## src/rtl/screen_write_arbiter_pkg.sv

```systemverilog
// Screen geometry and port-owner encodings shared by the write arbiter and
// both screen loaders.
package screen_write_arbiter_pkg;

  localparam int X_W      = 8;
  localparam int Y_W      = 7;
  localparam int COLOUR_W = 3;
  localparam int X_MAX    = 159;
  localparam int Y_MAX    = 119;

  // The owner output is the FSM state itself, so these values double as
  // the state encoding.
  typedef enum logic [1:0] {
    OWN_IDLE  = 2'd0,
    OWN_MAIN  = 2'd1,
    OWN_ANIM  = 2'd2,
    OWN_CLEAR = 2'd3
  } owner_e;

endpackage

```

## src/rtl/screen_write_arbiter_clear_counter.sv

```systemverilog
// x-major raster counter for the clear engine: load zeroes it, enable steps
// one pixel, last flags (X_MAX, Y_MAX).
module screen_clear_counter #(
  parameter int X_W   = screen_write_arbiter_pkg::X_W,
  parameter int Y_W   = screen_write_arbiter_pkg::Y_W,
  parameter int X_MAX = screen_write_arbiter_pkg::X_MAX,
  parameter int Y_MAX = screen_write_arbiter_pkg::Y_MAX
) (
  input  logic           clock,
  input  logic           reset,
  input  logic           load_i,
  input  logic           en_i,
  output logic [X_W-1:0] x_o,
  output logic [Y_W-1:0] y_o,
  output logic           last_o
);

  logic [X_W-1:0] x_q, x_d;
  logic [Y_W-1:0] y_q, y_d;
  logic           x_wrap;

  assign x_wrap = (x_q == X_W'(X_MAX));

  always_comb begin
    x_d = x_q;
    y_d = y_q;
    if (load_i) begin
      x_d = '0;
      y_d = '0;
    end else if (en_i) begin
      if (x_wrap) begin
        x_d = '0;
        y_d = y_q + 1'b1;
      end else begin
        x_d = x_q + 1'b1;
      end
    end
  end

  always_ff @(posedge clock) begin
    if (reset) begin
      x_q <= '0;
      y_q <= '0;
    end else begin
      x_q <= x_d;
      y_q <= y_d;
    end
  end

  assign x_o    = x_q;
  assign y_o    = y_q;
  assign last_o = x_wrap && (y_q == Y_W'(Y_MAX));

endmodule

```

## src/rtl/screen_write_arbiter.sv

```systemverilog
// Arbitrates the single VGA pixel-write port between the main-screen loader,
// the animation loader and an internal full-frame clear engine.
module screen_write_arbiter #(
  parameter int X_W      = screen_write_arbiter_pkg::X_W,
  parameter int Y_W      = screen_write_arbiter_pkg::Y_W,
  parameter int COLOUR_W = screen_write_arbiter_pkg::COLOUR_W,
  parameter int X_MAX    = screen_write_arbiter_pkg::X_MAX,
  parameter int Y_MAX    = screen_write_arbiter_pkg::Y_MAX
) (
  input  logic                clock,
  input  logic                reset,
  input  logic                clear_req,
  input  logic [COLOUR_W-1:0] clear_colour,
  output logic                clear_done,
  input  logic                main_req,
  output logic                main_grant,
  input  logic                main_plot,
  input  logic [X_W-1:0]      main_x,
  input  logic [Y_W-1:0]      main_y,
  input  logic [COLOUR_W-1:0] main_colour,
  input  logic                main_done,
  input  logic                anim_req,
  output logic                anim_grant,
  input  logic                anim_plot,
  input  logic [X_W-1:0]      anim_x,
  input  logic [Y_W-1:0]      anim_y,
  input  logic [COLOUR_W-1:0] anim_colour,
  input  logic                anim_done,
  output logic                vga_plot,
  output logic [X_W-1:0]      vga_x,
  output logic [Y_W-1:0]      vga_y,
  output logic [COLOUR_W-1:0] vga_colour,
  output logic [1:0]          owner
);

  import screen_write_arbiter_pkg::*;

  owner_e              state_q, state_d;
  logic                pending_q, pending_d;
  logic                last_anim_q, last_anim_d;   // 1: anim was served last
  logic [COLOUR_W-1:0] fill_q, fill_d;
  logic                plot_q, plot_d;
  logic [X_W-1:0]      x_q, x_d;
  logic [Y_W-1:0]      y_q, y_d;
  logic [COLOUR_W-1:0] colour_q, colour_d;
  logic                done_q, done_d;
  logic                main_grant_q, anim_grant_q;

  logic                cnt_load, cnt_en, cnt_last;
  logic [X_W-1:0]      cnt_x;
  logic [Y_W-1:0]      cnt_y;

  screen_clear_counter #(
    .X_W   (X_W),
    .Y_W   (Y_W),
    .X_MAX (X_MAX),
    .Y_MAX (Y_MAX)
  ) u_clear_cnt (
    .clock  (clock),
    .reset  (reset),
    .load_i (cnt_load),
    .en_i   (cnt_en),
    .x_o    (cnt_x),
    .y_o    (cnt_y),
    .last_o (cnt_last)
  );

  always_comb begin
    state_d     = state_q;
    pending_d   = pending_q | clear_req;
    last_anim_d = last_anim_q;
    fill_d      = fill_q;
    plot_d      = 1'b0;
    x_d         = x_q;
    y_d         = y_q;
    colour_d    = colour_q;
    done_d      = 1'b0;
    cnt_load    = 1'b0;
    cnt_en      = 1'b0;

    unique case (state_q)
      OWN_IDLE: begin
        if (pending_q) begin
          // A clear_req landing on the entry cycle re-arms for one more sweep.
          state_d   = OWN_CLEAR;
          pending_d = clear_req;
          fill_d    = clear_colour;
          cnt_load  = 1'b1;
        end else if (main_req && anim_req) begin
          state_d = last_anim_q ? OWN_MAIN : OWN_ANIM;
        end else if (main_req) begin
          state_d = OWN_MAIN;
        end else if (anim_req) begin
          state_d = OWN_ANIM;
        end
      end

      OWN_MAIN: begin
        if (main_plot) begin
          plot_d   = 1'b1;
          x_d      = main_x;
          y_d      = main_y;
          colour_d = main_colour;
        end
        if (main_done || !main_req) begin
          state_d     = OWN_IDLE;
          last_anim_d = 1'b0;
        end
      end

      OWN_ANIM: begin
        if (anim_plot) begin
          plot_d   = 1'b1;
          x_d      = anim_x;
          y_d      = anim_y;
          colour_d = anim_colour;
        end
        if (anim_done || !anim_req) begin
          state_d     = OWN_IDLE;
          last_anim_d = 1'b1;
        end
      end

      OWN_CLEAR: begin
        plot_d   = 1'b1;
        x_d      = cnt_x;
        y_d      = cnt_y;
        colour_d = fill_q;
        cnt_en   = 1'b1;
        if (cnt_last) begin
          state_d = OWN_IDLE;
          done_d  = 1'b1;
        end
      end

      default: state_d = OWN_IDLE;
    endcase
  end

  always_ff @(posedge clock) begin
    if (reset) begin
      state_q      <= OWN_IDLE;
      pending_q    <= 1'b0;
      last_anim_q  <= 1'b1;
      fill_q       <= '0;
      plot_q       <= 1'b0;
      x_q          <= '0;
      y_q          <= '0;
      colour_q     <= '0;
      done_q       <= 1'b0;
      main_grant_q <= 1'b0;
      anim_grant_q <= 1'b0;
    end else begin
      state_q      <= state_d;
      pending_q    <= pending_d;
      last_anim_q  <= last_anim_d;
      fill_q       <= fill_d;
      plot_q       <= plot_d;
      x_q          <= x_d;
      y_q          <= y_d;
      colour_q     <= colour_d;
      done_q       <= done_d;
      main_grant_q <= (state_d == OWN_MAIN);
      anim_grant_q <= (state_d == OWN_ANIM);
    end
  end

  assign owner      = state_q;
  assign main_grant = main_grant_q;
  assign anim_grant = anim_grant_q;
  assign vga_plot   = plot_q;
  assign vga_x      = x_q;
  assign vga_y      = y_q;
  assign vga_colour = colour_q;
  assign clear_done = done_q;

endmodule

```

## config.mk

```make
export PLATFORM = sky130hd
export DESIGN_NAME = screen_write_arbiter
export DESIGN_NICKNAME = d
export VERILOG_FILES = /design/src/rtl/screen_write_arbiter_pkg.sv /design/src/rtl/screen_write_arbiter_clear_counter.sv /design/src/rtl/screen_write_arbiter.sv
export SDC_FILE = /design/constraint.sdc
export NUM_CORES = 1
export LEC_CHECK = 0
export BUFFER_PORTS_ARGS = -buffer_cell sky130_fd_sc_hd__clkbuf_2
export CORE_MARGIN = 4
export CORE_UTILIZATION = 53
export DETAILED_ROUTE_END_ITERATION = 12
export PLACE_DENSITY = 0.84
export SETUP_SLACK_MARGIN = 0.3
export SLEW_MARGIN = 20
export SYNTH_ARGS = -nofsm -noshare
export SYNTH_HDL_FRONTEND = slang
export SYNTH_SLANG_ARGS = --single-unit
```

## constraint.sdc

```tcl
create_clock -name clock -period 3.83 [get_ports clock]
set_input_delay 0.5745 -clock clock [delete_from_list [all_inputs] [get_ports clock]]
set_output_delay 0.5745 -clock clock [all_outputs]
set_load 0.01 [all_outputs]
```

## Word level (Yosys, flattened, before mapping)

Cells that the tools add are included.

| operators by class | value |
|---|---|
| add/sub/neg operators | 2 |
| equality and inequality tests | 11 |
| mux-type cells | 31 |
| bitwise gates (word level) | 2 |
| reduce and logical (&&, ||, !) cells | 15 |

Operators by type and width:

| kind | number |
|---|---|
| $mux W8 | 3 |
| $pmux W8 S3 | 1 |
| $pmux W7 S3 | 1 |
| $mux W2 | 8 |
| $mux W7 | 2 |
| $mux W1 | 10 |
| $pmux W3 S3 | 1 |
| $add A8 B1 Y8 const B | 1 |
| $eq A8 B8 Y1 const B | 1 |
| $ne A2 B2 Y1 const B | 4 |
| $pmux W2 S4 | 1 |
| $add A7 B1 Y7 const B | 1 |
| $eq A7 B7 Y1 const B | 1 |
| $eq A2 B2 Y1 const B | 3 |
| $mux W3 | 2 |
| $reduce_and A3 Y1 | 2 |
| $eq A2 B1 Y1 const B | 2 |
| $reduce_and A2 Y1 | 2 |
| $reduce_or A2 Y1 | 2 |
| $pmux W1 S3 | 1 |
| $reduce_bool A3 Y1 | 1 |
| $logic_and A1 B1 Y1 | 2 |
| $logic_not A1 Y1 | 2 |
| $logic_not A2 Y1 | 1 |
| 5 further kinds | 6 |

| word-level totals | value |
|---|---|
| register bits after elaboration | 44 |
| bits of input ports | 48 |
| output and inout port bits | 24 |
| word-level logic and storage cells | 74 |

## Depth between registers and ports, before layout

Gate-level depths: netlist (run 1).

| logic depth | value |
|---|---|
| depth in word-level cells | 6 |
| depth in mapped cells | 8 |
| depth with buffers taken out | 6 |

## By module

From an unflattened synthesis (run 1), not the netlist that was laid out.

| unflattened totals | value |
|---|---|
| cell total of the unflattened synthesis | 251 |
| area, all modules | 2157.1 µm² |

By module, submodules not included:

| module | instances | cells an instance | area each (µm²) | sequential area each (µm²) |
|---|---|---|---|---|
| screen_write_arbiter | 1 | 166 | 1416.4 | 580.6 |
| screen_clear_counter | 1 | 85 | 740.7 | 300.3 |

## Worst setup path before layout (run 1)

Ideal clock, no wire load.

| path | value |
|---|---|
| path kind | reg-to-reg |
| start point | register state_q[0] (netlist: owner[0]) |
| end point | register colour_q[2] (netlist: vga_colour[2]) |
| arrival time | 1924 ps |
| path slack | 1815 ps |
| cell stages (with the launch flop) | 8 |
| path through | dfxtp_1 inv_1 ha_1 buf_2 a221oi_2 clkbuf_1 nor2_1 a311oi_1 |

| between the ends | value |
|---|---|
| word-level cells in the longest chain between the ends | 3 |

RTL lines:

| element | RTL line | RTL |
|---|---|---|
| from (decl) | screen_write_arbiter.sv:38 | `owner_e state_q, state_d;` |
| from (signal assigned) | screen_write_arbiter.sv:154 | `state_q <= state_d;` |
| $eq A2 B2 Y1 / $eq A2 B1 Y1 (equally long branches) | screen_write_arbiter.sv:81 | `unique case (state_q)` |
| $ne A2 B2 Y1 (no line) / $reduce_bool A3 Y1 (equally long branches) | n/a |  |
| $reduce_and A3 Y1 (no line) | n/a |  |
| to (signal assigned) | screen_write_arbiter.sv:161 | `colour_q <= colour_d;` |
| to (decl) | screen_write_arbiter.sv:45 | `logic [COLOUR_W-1:0] colour_q, colour_d;` |

Parallel ways exist; a longest one is shown, timed or not.
A chain may end at the register's enable or synchronous reset.

## Worst setup path after layout (run 1)

| path | value |
|---|---|
| start point | register state_q[0] (netlist: owner[0]) |
| end point | register y_q[3] (netlist: vga_y[3]) |

| between the ends | value |
|---|---|
| word-level cells in the longest chain between the ends | 3 |

RTL lines:

| element | RTL line | RTL |
|---|---|---|
| $eq A2 B2 Y1 / $eq A2 B1 Y1 (equally long branches) | screen_write_arbiter.sv:81 |  |
| $ne A2 B2 Y1 (no line) / $reduce_bool A3 Y1 (equally long branches) | n/a |  |
| $reduce_and A3 Y1 (no line) | n/a |  |
| to (signal assigned) | screen_write_arbiter.sv:160 | `y_q <= y_d;` |
| to (decl) | screen_write_arbiter.sv:44 | `logic [Y_W-1:0] y_q, y_d;` |

Parallel ways exist; a longest one is shown, timed or not.

==> results of run 1 <==
## per-layer routing
metal	vias up	wire length [µm]	GRT usage, %
met1	934	2284	27.96
met3	12	363	5.114
met2	81	2550	34.50
met5	-	0	0
met4	0	112	7.098
li1	1007	-	-
## stage by stage
| stage | util [%] | total power [µW] | instances | area, µm² | setup WS (ps) |
|---|---|---|---|---|---|
| after floorplan | - | 850.8 | 242 | 2086 | 1815 |
| after global placement | 66.01 | 988.2 | 348 | 2471 | 1510 |
| after detailed placement | 66.01 | 1003 | 348 | 2471 | 1380 |
| after CTS | 68.98 | 1353 | 356 | 2582 | 1349 |
| after global routing | 68.98 | 1430 | 356 | 2582 | 1114 |
| final | 68.98 | 1352 | 356 | 2582 | 1372 |
## cells by family (layout without fill, tap and decap cells)
family          Yosys count  after routing
xor+xnor                 11             11
simple gates            103            103
compound gates           54             54
buf+inv                  22             88
mux                       1              1
fa+ha+maj                 7              7
flops                    44             44
## worst max-delay path by stage
stage | to | slack [ps]
after floorplan | vga_colour[2] | 1820
after global placement | vga_colour[1] | 1510
after detailed placement | vga_x[2] | 1380
after CTS | vga_y[3] | 1350
after global routing | vga_x[7] | 1110
final | vga_y[3] | 1370
## synthesized netlist by cell type (3+ instances only)
library cell / n
nor2_1: 32
inv_1: 6
nand3b_1: 5
a21oi_1: 8
nor2b_1: 3
ha_1: 7
dfxtp_1: 44
nor3_1: 9
nand3_1: 8
clkbuf_1: 12
xnor2_1: 8
a311oi_1: 18
a22oi_1: 18
o21ai_0: 3
nand2_1: 30
xor2_1: 3
nand2b_1: 4
buf_2: 3
## critical path: stages (launching register included)
cell      delay, ps
dfxtp_1         370
inv_1           140
ha_1            730
nor3_1          200
a221oi_4        220
buf_4           360
nor2_1           80
a311oi_1        270
## flip-flops by register name, indices dropped and copies added (netlist names)
signal / count
clear_done: 1
pending_q: 1
vga_colour: 3
vga_plot: 1
vga_y: 7
vga_x: 8
u_clear_cnt.x_o: 8
fill_q: 3
u_clear_cnt.y_o: 7
owner: 2
anim_grant: 1
main_grant: 1
last_anim_q: 1
## cell type report
class,instances,share of cell area (%)
flip-flops and latches,44,34.11
well taps,48,2.326
clock inverters,3,1.647
inverters,6,0.8721
repair buffers,74,14.63
multi-input cells,176,43.75
clock buffers,5,2.665
## power groups by stage
stage               Sequential, µW  Clock, µW  Combinational, µW
global route                   587        375                469
finish                         576        357                419
global placement               584          0                404
floorplan                      611          0                240
detailed placement             587          0                416
CTS                            576        356                421
## cells in the final DEF (no fill, tap or decap), types with 2 or more instances in the layout
cell type   n
a21oi_1     8
a22oi_1    18
a311oi_1   18
buf_4       3
clkbuf_2   71
clkbuf_8    5
dfxtp_1    44
ha_1        7
inv_1       6
nand2_1    30
nand2b_1    4
nand3_1     8
nand3b_1    5
nand4_1     2
nor2_1     32
nor2b_1     3
nor3_1      9
nor3b_1     2
nor4_1      2
o21ai_0     3
xnor2_1     8
xor2_1      3
==> flow_metrics.env, run 1 <==
export IMPL_outcome="completed"
export IMPL_place_gp_congestion=0.9165
export IMPL_clk_pin_slew_worst_paths_ps=90
export IMPL_synth_area_mm2=0.002086
export IMPL_die_w_um=70.73
export IMPL_synth_compound_area_share_pct=20.58
export IMPL_port_buffers=71
export IMPL_power_density_mw_per_mm2=523.5
export IMPL_rrSetupSlack_ps=1370
export IMPL_grt_pass1_vias=1863
export IMPL_synth_edf_count=0
export IMPL_worstReg2RegEnd="vga_y[3]"
export IMPL_grt_max_degree=37
export IMPL_intPower_uw=898.4
export IMPL_rsz0062_at_grt="no"
export IMPL_cts_setup_buffers=0
export IMPL_clk_path_buf_depth=2
export IMPL_drt_total_wl_mm=5.310
export IMPL_finalCritPeriodShare_pct=64.19
export IMPL_cp_max_fo=36
export IMPL_track_usage_pct=21.33
export IMPL_synth_cells=242
export IMPL_finalSetupViolCount=0
export IMPL_clock_latency_ps=300
export IMPL_hold_start="fill_q[1]"
export IMPL_synth_top_family_by_area="simple AND/OR/NAND/NOR gates"
export IMPL_fp_dieArea_mm2=0.005003
export IMPL_fin_nets=362
export IMPL_hold_slack_ps=462.0
export IMPL_slew_headroom_pct=43.36
export IMPL_viasPerCell=5.713
export IMPL_synth_fa_ha_area_share_pct=4.199
export IMPL_drv_cap=0
export IMPL_cts_sinks=44
export IMPL_final_antenna_net_count=0
export IMPL_crit_arrival_ps=2660
export IMPL_yosysTopAreaCellShare_pct=42.23
export IMPL_yosys_area_top_type="dfxtp_1"
export IMPL_vias=2034
export IMPL_synth_cell_types=36
export IMPL_hold_viol_final=0
export IMPL_muxShareOfSynthArea_pct=0.4799
export IMPL_power_leakage_uw=0.001057
export IMPL_finalMaxSlewViolations=0
export IMPL_hpwl_mm=3.926
export IMPL_min_path_type="reg2reg"
export IMPL_cp_startpoint="owner[0]"
export IMPL_p_clk_share_pct=26.4
export IMPL_comb_power_share_pct=31.0
export IMPL_avgSynthCellArea_um2=8.619
export IMPL_grt_pass1_wl_mm=8.714
export IMPL_cts_max_level=2
export IMPL_fp_dieH_um=70.73
export IMPL_ioPinCount=72
export IMPL_synth_xor_area_share_pct=4.619
export IMPL_initial_core_util_pct=55.72
export IMPL_tightest_slew_ps=849.6
export IMPL_whs_path_depth=2
export IMPL_worstPathRequired_ps=4030
export IMPL_first_pass_iters=4
export IMPL_seq_area_um2=880.8
export IMPL_cp_start_kind="register"
export IMPL_synth_simple_gate_area_share_pct=23.76
export IMPL_cts_resized=0
export IMPL_ys_ff_latch=44
export IMPL_synthTopCellsByArea="dfxtp_1, a311oi_1, a22oi_1, nor2_1, nand2_1"
export IMPL_r2r_start="owner[0]"
export IMPL_drive_gt1_share_pct=28.57
export IMPL_diodes=0
export IMPL_rr_worst_depth=7
export IMPL_cts_tree="done"
export IMPL_areaGrowthSynthToFinish_pct=23.82
export IMPL_antenna_found_initial=0
export IMPL_synthFlopType="dfxtp_1"
export IMPL_drc=0
export IMPL_fin_crit_ps=2458
export IMPL_wl_per_cell_um=14.92
export IMPL_sw_frac_of_total_pct=33.54
export IMPL_multi_input_area_mm2=0.001130
export IMPL_async_flop_share_pct=0
export IMPL_clockRootBuffer="clkbuf_8"
export IMPL_synth_fp_nets=297
export IMPL_finClkSkew_ps=4.531
export IMPL_critPathKind="reg2reg"
export IMPL_p_seq_share_pct=42.6
export IMPL_end_kind="register"
export IMPL_min_to="fill_q[1]"
export IMPL_cts_made_buffers=5
export IMPL_ys_seq_area_share_pct=42.23
export IMPL_total_switching_power_uw=453.4
export IMPL_initialDrtViolationCount=195
export IMPL_postCtsHoldBufs=0
export IMPL_max_freq_mhz=406.8
export IMPL_grt_overflow_total=0
export IMPL_ys_warn_count=0
export IMPL_row_count=22
export IMPL_fill_cells=335
export IMPL_tns_ps=0
export IMPL_fp_coreArea_mm2=0.003744
export IMPL_vdd_drop_max_mv=0.3045
Note: power is estimated with default switching activity, not from simulation.
==> run 2, diff against run 1 <==
- CORE_UTILIZATION: 53 -> 45
- PLACE_DENSITY: 0.84 -> 0.76
- clock period: 3.83 -> 2 ns (I/O delays scaled with it)
==> flow_metrics.env, run 2 (synthesis gave the netlist of run 1 again) <==
export IMPL_postCtsHoldBufs=0
export IMPL_grt_max_degree=37
export IMPL_final_cell_mix="clkbuf_2, dfxtp_1, nand2_1, nor2_1, buf_4"
export IMPL_fp_coreArea_mm2=0.004414
export IMPL_fin_crit_ps=1718
export IMPL_power_density_mw_per_mm2=948.9
export IMPL_finClkSkew_ps=8.510
export IMPL_cp_start_kind="register"
export IMPL_drt_total_wl_mm=6.084
export IMPL_intPower_uw=1829
export IMPL_fp_dieArea_mm2=0.005788
export IMPL_die_w_um=76.08
export IMPL_end_kind="register"
export IMPL_total_switching_power_uw=944.3
export IMPL_worstPathRequired_ps=2220
export IMPL_track_usage_pct=18.82
export IMPL_finalCritPeriodShare_pct=85.89
export IMPL_initialDrtViolationCount=155
export IMPL_vias=2091
export IMPL_grt_overflow_total=0
export IMPL_row_count=24
export IMPL_cts_tree="done"
export IMPL_tightest_slew_ps=423.8
export IMPL_power_leakage_uw=0.001189
export IMPL_initial_core_util_pct=47.25
export IMPL_drc=0
export IMPL_crit_arrival_ps=1940
export IMPL_grt_pass1_vias=1908
export IMPL_comb_power_share_pct=38.9
export IMPL_critPathMaxStageDelay_ps=590
export IMPL_clk_pin_slew_worst_paths_ps=80
export IMPL_cp_num_buf_inv=0
export IMPL_cp_max_fo=3
export IMPL_worst_path_max_delay_cell="or4_4"
export IMPL_final_common_cell="clkbuf_2"
export IMPL_rsz0062_at_grt="yes"
export IMPL_place_gp_congestion=0.8632
export IMPL_fp_dieH_um=76.08
export IMPL_grt_pass1_wl_mm=9.094
export IMPL_max_freq_mhz=582.2
export IMPL_hold_slack_ps=226.1
export IMPL_fin_nets=384
export IMPL_hold_viol_final=0
export IMPL_antenna_found_initial=0
export IMPL_drv_cap=0
export IMPL_first_pass_iters=4
export IMPL_vdd_drop_max_mv=0.4405
export IMPL_outcome="completed"
export IMPL_critPathKind="reg2reg"
export IMPL_path_cells="ha_4 -> nand3_2 -> or4_4 -> a311oi_4 -> nor3b_2"
export IMPL_viasPerCell=5.474
export IMPL_drive_gt1_share_pct=39.70
export IMPL_slew_headroom_pct=71.74
export IMPL_port_buffers=71
export IMPL_sw_frac_of_total_pct=34.05
export IMPL_crit_family="simple AND/OR/NAND/NOR gates"
export IMPL_clockRootBuffer="clkbuf_8"
export IMPL_min_path_type="in2reg"
export IMPL_cts_max_level=2
export IMPL_cts_sinks=44
export IMPL_finalSetupViolCount=0
export IMPL_p_seq_share_pct=40.1
export IMPL_clock_latency_ps=290
export IMPL_cts_made_buffers=5
export IMPL_p_clk_share_pct=21.0
export IMPL_tns_ps=0
export IMPL_diodes=0
export IMPL_final_antenna_net_count=0
export IMPL_finalMaxSlewViolations=0
export IMPL_hpwl_mm=4.092
export IMPL_clk_path_buf_depth=2
export IMPL_wl_per_cell_um=15.93
export IMPL_areaGrowthSynthToFinish_pct=40.13
export IMPL_ioPinCount=72
## run 2: routing by layer
layer	part of all wire, %	track usage (%)	wire (µm)	vias up
met5	0	0	0	-
met4	0.89	5.245	54	0
met3	5.7	4.019	348	6
met2	51	30.82	3082	53
met1	43	24.93	2599	982
li1	-	-	-	1050
## run 2: what timing repair did
action / CTS / global route
pin swaps: 4 / 5
gates resized for setup: 12 / 11
gates cloned: 0 / 3
setup endpoints to repair: 10 / 25
setup buffers: 7 / 4
## run 2: worst paths after layout
check,startpoint,to,slack (ps),cells after the start
max,u_clear_cnt.x_o[0],main_grant,280,5
min,clear_req,pending_q,230,3
min reg2reg,fill_q[1],fill_q[1],460,2
max reg2reg,u_clear_cnt.x_o[0],main_grant,280,5
## run 2: final cells by class
| type | instances | area (µm²) |
|---|---|---|
| clock buffers | 6 | 82.58 |
| fillers | 367 | 1491 |
| multi-input cells | 176 | 1235 |
| inverters | 6 | 22.52 |
| well taps | 52 | 65.06 |
| flip-flops and latches | 44 | 893.4 |
| clock inverters | 2 | 13.76 |
| repair buffers | 96 | 610.6 |
## run 2: per-stage QoR
step                      std cells  total power [µW]  setup slack, ps  utilization [%]  instance area (µm²)
after floorplan                 242              1679            279.8                -                 2151
after global placement          360              1954            233.8            58.19                 2569
after detailed placement        360              1970            134.7            58.19                 2569
after CTS                       375              2584            219.9            62.73                 2769
after global routing            382              2933            200.8            66.21                 2923
final                           382              2773            282.3            66.21                 2923
## run 2: power groups by stage
stage | clock network (µW) | logic, µW | registers [µW]
finish | 582 | 1080 | 1110
global route | 630 | 1180 | 1130
global placement | 0 | 830 | 1120
floorplan | 0 | 506 | 1170
detailed placement | 0 | 842 | 1130
CTS | 594 | 881 | 1110
## run 2: worst reg2reg max path, cell delays in order (launching register included)
cell	delay, ps
dfxtp_2	360
ha_4	140
nand3_2	70
or4_4	590
a311oi_4	270
nor3b_2	210
==> run 3, diff against run 2 <==
- CAP_MARGIN: unset -> 20
- PLACE_DENSITY: 0.76 -> 0.79
==> flow_metrics.env, run 3 (synthesis gave the netlist of run 1 again) <==
export IMPL_fp_coreArea_mm2=0.004414
export IMPL_tightest_slew_ps=359.7
export IMPL_p_seq_share_pct=41.7
export IMPL_utilization_pct=65.45
export IMPL_critPathKind="reg2reg"
export IMPL_areaGrowthSynthToFinish_pct=38.51
export IMPL_comb_power_share_pct=38.3
export IMPL_ioPinCount=72
export IMPL_initial_core_util_pct=47.25
export IMPL_cts_sinks=44
export IMPL_port_buffers=71
export IMPL_cp_start_kind="register"
export IMPL_hold_slack_ps=215.7
export IMPL_outcome="completed"
export IMPL_final_antenna_net_count=0
export IMPL_cts_max_level=2
export IMPL_final_cell_mix="clkbuf_2, dfxtp_1, nor2_1, nand2_1, a22oi_1"
export IMPL_track_usage_pct=19.71
export IMPL_vdd_drop_max_mv=0.3188
export IMPL_tns_ps=0
export IMPL_wl_per_cell_um=16.59
export IMPL_critPathMaxStageDelay_ps=580
export IMPL_initialDrtViolationCount=165
export IMPL_end_kind="register"
export IMPL_sw_frac_of_total_pct=34.68
export IMPL_min_path_type="in2reg"
export IMPL_power_leakage_uw=0.001160
export IMPL_hpwl_mm=4.146
export IMPL_first_pass_iters=4
export IMPL_grt_pass1_vias=1957
export IMPL_fin_ws_ps=281.0
export IMPL_hold_viol_final=0
export IMPL_fin_crit_ps=1719
export IMPL_max_freq_mhz=581.7
export IMPL_power_density_mw_per_mm2=922.5
export IMPL_place_gp_congestion=0.8150
export IMPL_drive_gt1_share_pct=38.89
export IMPL_die_w_um=76.08
export IMPL_worst_path_max_delay_cell="or4_4"
export IMPL_antenna_found_initial=0
export IMPL_clk_path_buf_depth=2
export IMPL_cp_num_buf_inv=0
export IMPL_p_clk_share_pct=20.0
export IMPL_pre_cts_slack_ps=153.5
export IMPL_final_cells=376
export IMPL_row_count=24
export IMPL_fp_dieH_um=76.08
export IMPL_diodes=0
export IMPL_finalSetupViolCount=0
export IMPL_viasPerCell=5.766
export IMPL_cp_max_fo=3
export IMPL_finalMaxSlewViolations=0
export IMPL_vias=2168
export IMPL_intPower_uw=1741
export IMPL_cts_made_buffers=5
export IMPL_drc=0
export IMPL_grt_overflow_total=0
export IMPL_clockRootBuffer="clkbuf_8"
export IMPL_total_switching_power_uw=924.2
export IMPL_finalCritPeriodShare_pct=85.95
export IMPL_clock_latency_ps=300
export IMPL_grt_max_degree=37
export IMPL_drv_cap=0
export IMPL_crit_family="simple AND/OR/NAND/NOR gates"
export IMPL_rsz0062_at_grt="yes"
export IMPL_path_cells="ha_4 -> nand4b_1 -> or4_4 -> a311oi_4 -> nor3b_2"
export IMPL_slew_headroom_pct=75.93
export IMPL_placedCellCount=359
export IMPL_worstPathRequired_ps=2230
export IMPL_finClkSkew_ps=6.138
export IMPL_fp_dieArea_mm2=0.005788
export IMPL_clk_pin_slew_worst_paths_ps=80
export IMPL_drt_total_wl_mm=6.237
export IMPL_fin_nets=379
export IMPL_final_common_cell="clkbuf_2"
export IMPL_crit_arrival_ps=1950
export IMPL_cts_tree="done"
export IMPL_grt_pass1_wl_mm=9.501
==> run 3: timing repair <==
item / in CTS / in global routing
cloned: 0 / 2
hold buffers: 0 / 0
endpoints found under the setup margin: 12 / 36
gates resized for setup: 16 / 12
buffers inserted: 5 / 3
pin swaps: 4 / 5
==> run 3: final cells by class <==
class	count	area (µm²)
clock inverters	1	5.005
inverters	6	22.52
repair buffers	91	573.1
fillers	344	1525
well taps	52	65.06
clock buffers	6	72.57
flip-flops and latches	44	897.1
multi-input cells	176	1254
==> run 3: final timing paths <==
path / start / slack, ps / cells after the start / to
max: u_clear_cnt.y_o[0] / 280 / 5 / main_grant
min: clear_req / 220 / 3 / pending_q
max reg2reg: u_clear_cnt.y_o[0] / 280 / 5 / main_grant
min reg2reg: fill_q[0] / 460 / 2 / fill_q[0]
==> run 3: routing by layer <==
| layer | track usage, % | wire, µm | part of all wire (%) |
|---|---|---|---|
| met5 | 0 | 0 | 0 |
| met4 | 9.965 | 254 | 4.1 |
| met3 | 4.019 | 411 | 6.6 |
| met2 | 30.05 | 3029 | 49 |
| met1 | 26.24 | 2542 | 41 |
==> run 3: power groups by stage <==
stage / registers, µW / clock network, µW / logic [µW]
CTS: 1100 / 538 / 847
global route: 1130 / 582 / 1100
floorplan: 1170 / 0 / 506
detailed placement: 1120 / 0 / 833
global placement: 1120 / 0 / 821
finish: 1110 / 532 / 1020
==> run 3: worst min-delay path: cells and delay by family <==
kind	cells	cell delay [ps]
AND/OR/NAND/NOR	1	70
buffers and inverters	1	80
AO/OA/AOI/OAI	1	30
==> run 3: through the flow <==
step,power (µW),area [µm²]
2_1_floorplan,1679,2151
3_5_place_dp,1958,2561
6_report,2665,2889
4_1_cts,2489,2739
5_1_grt,2818,2889
3_3_place_gp,1939,2561
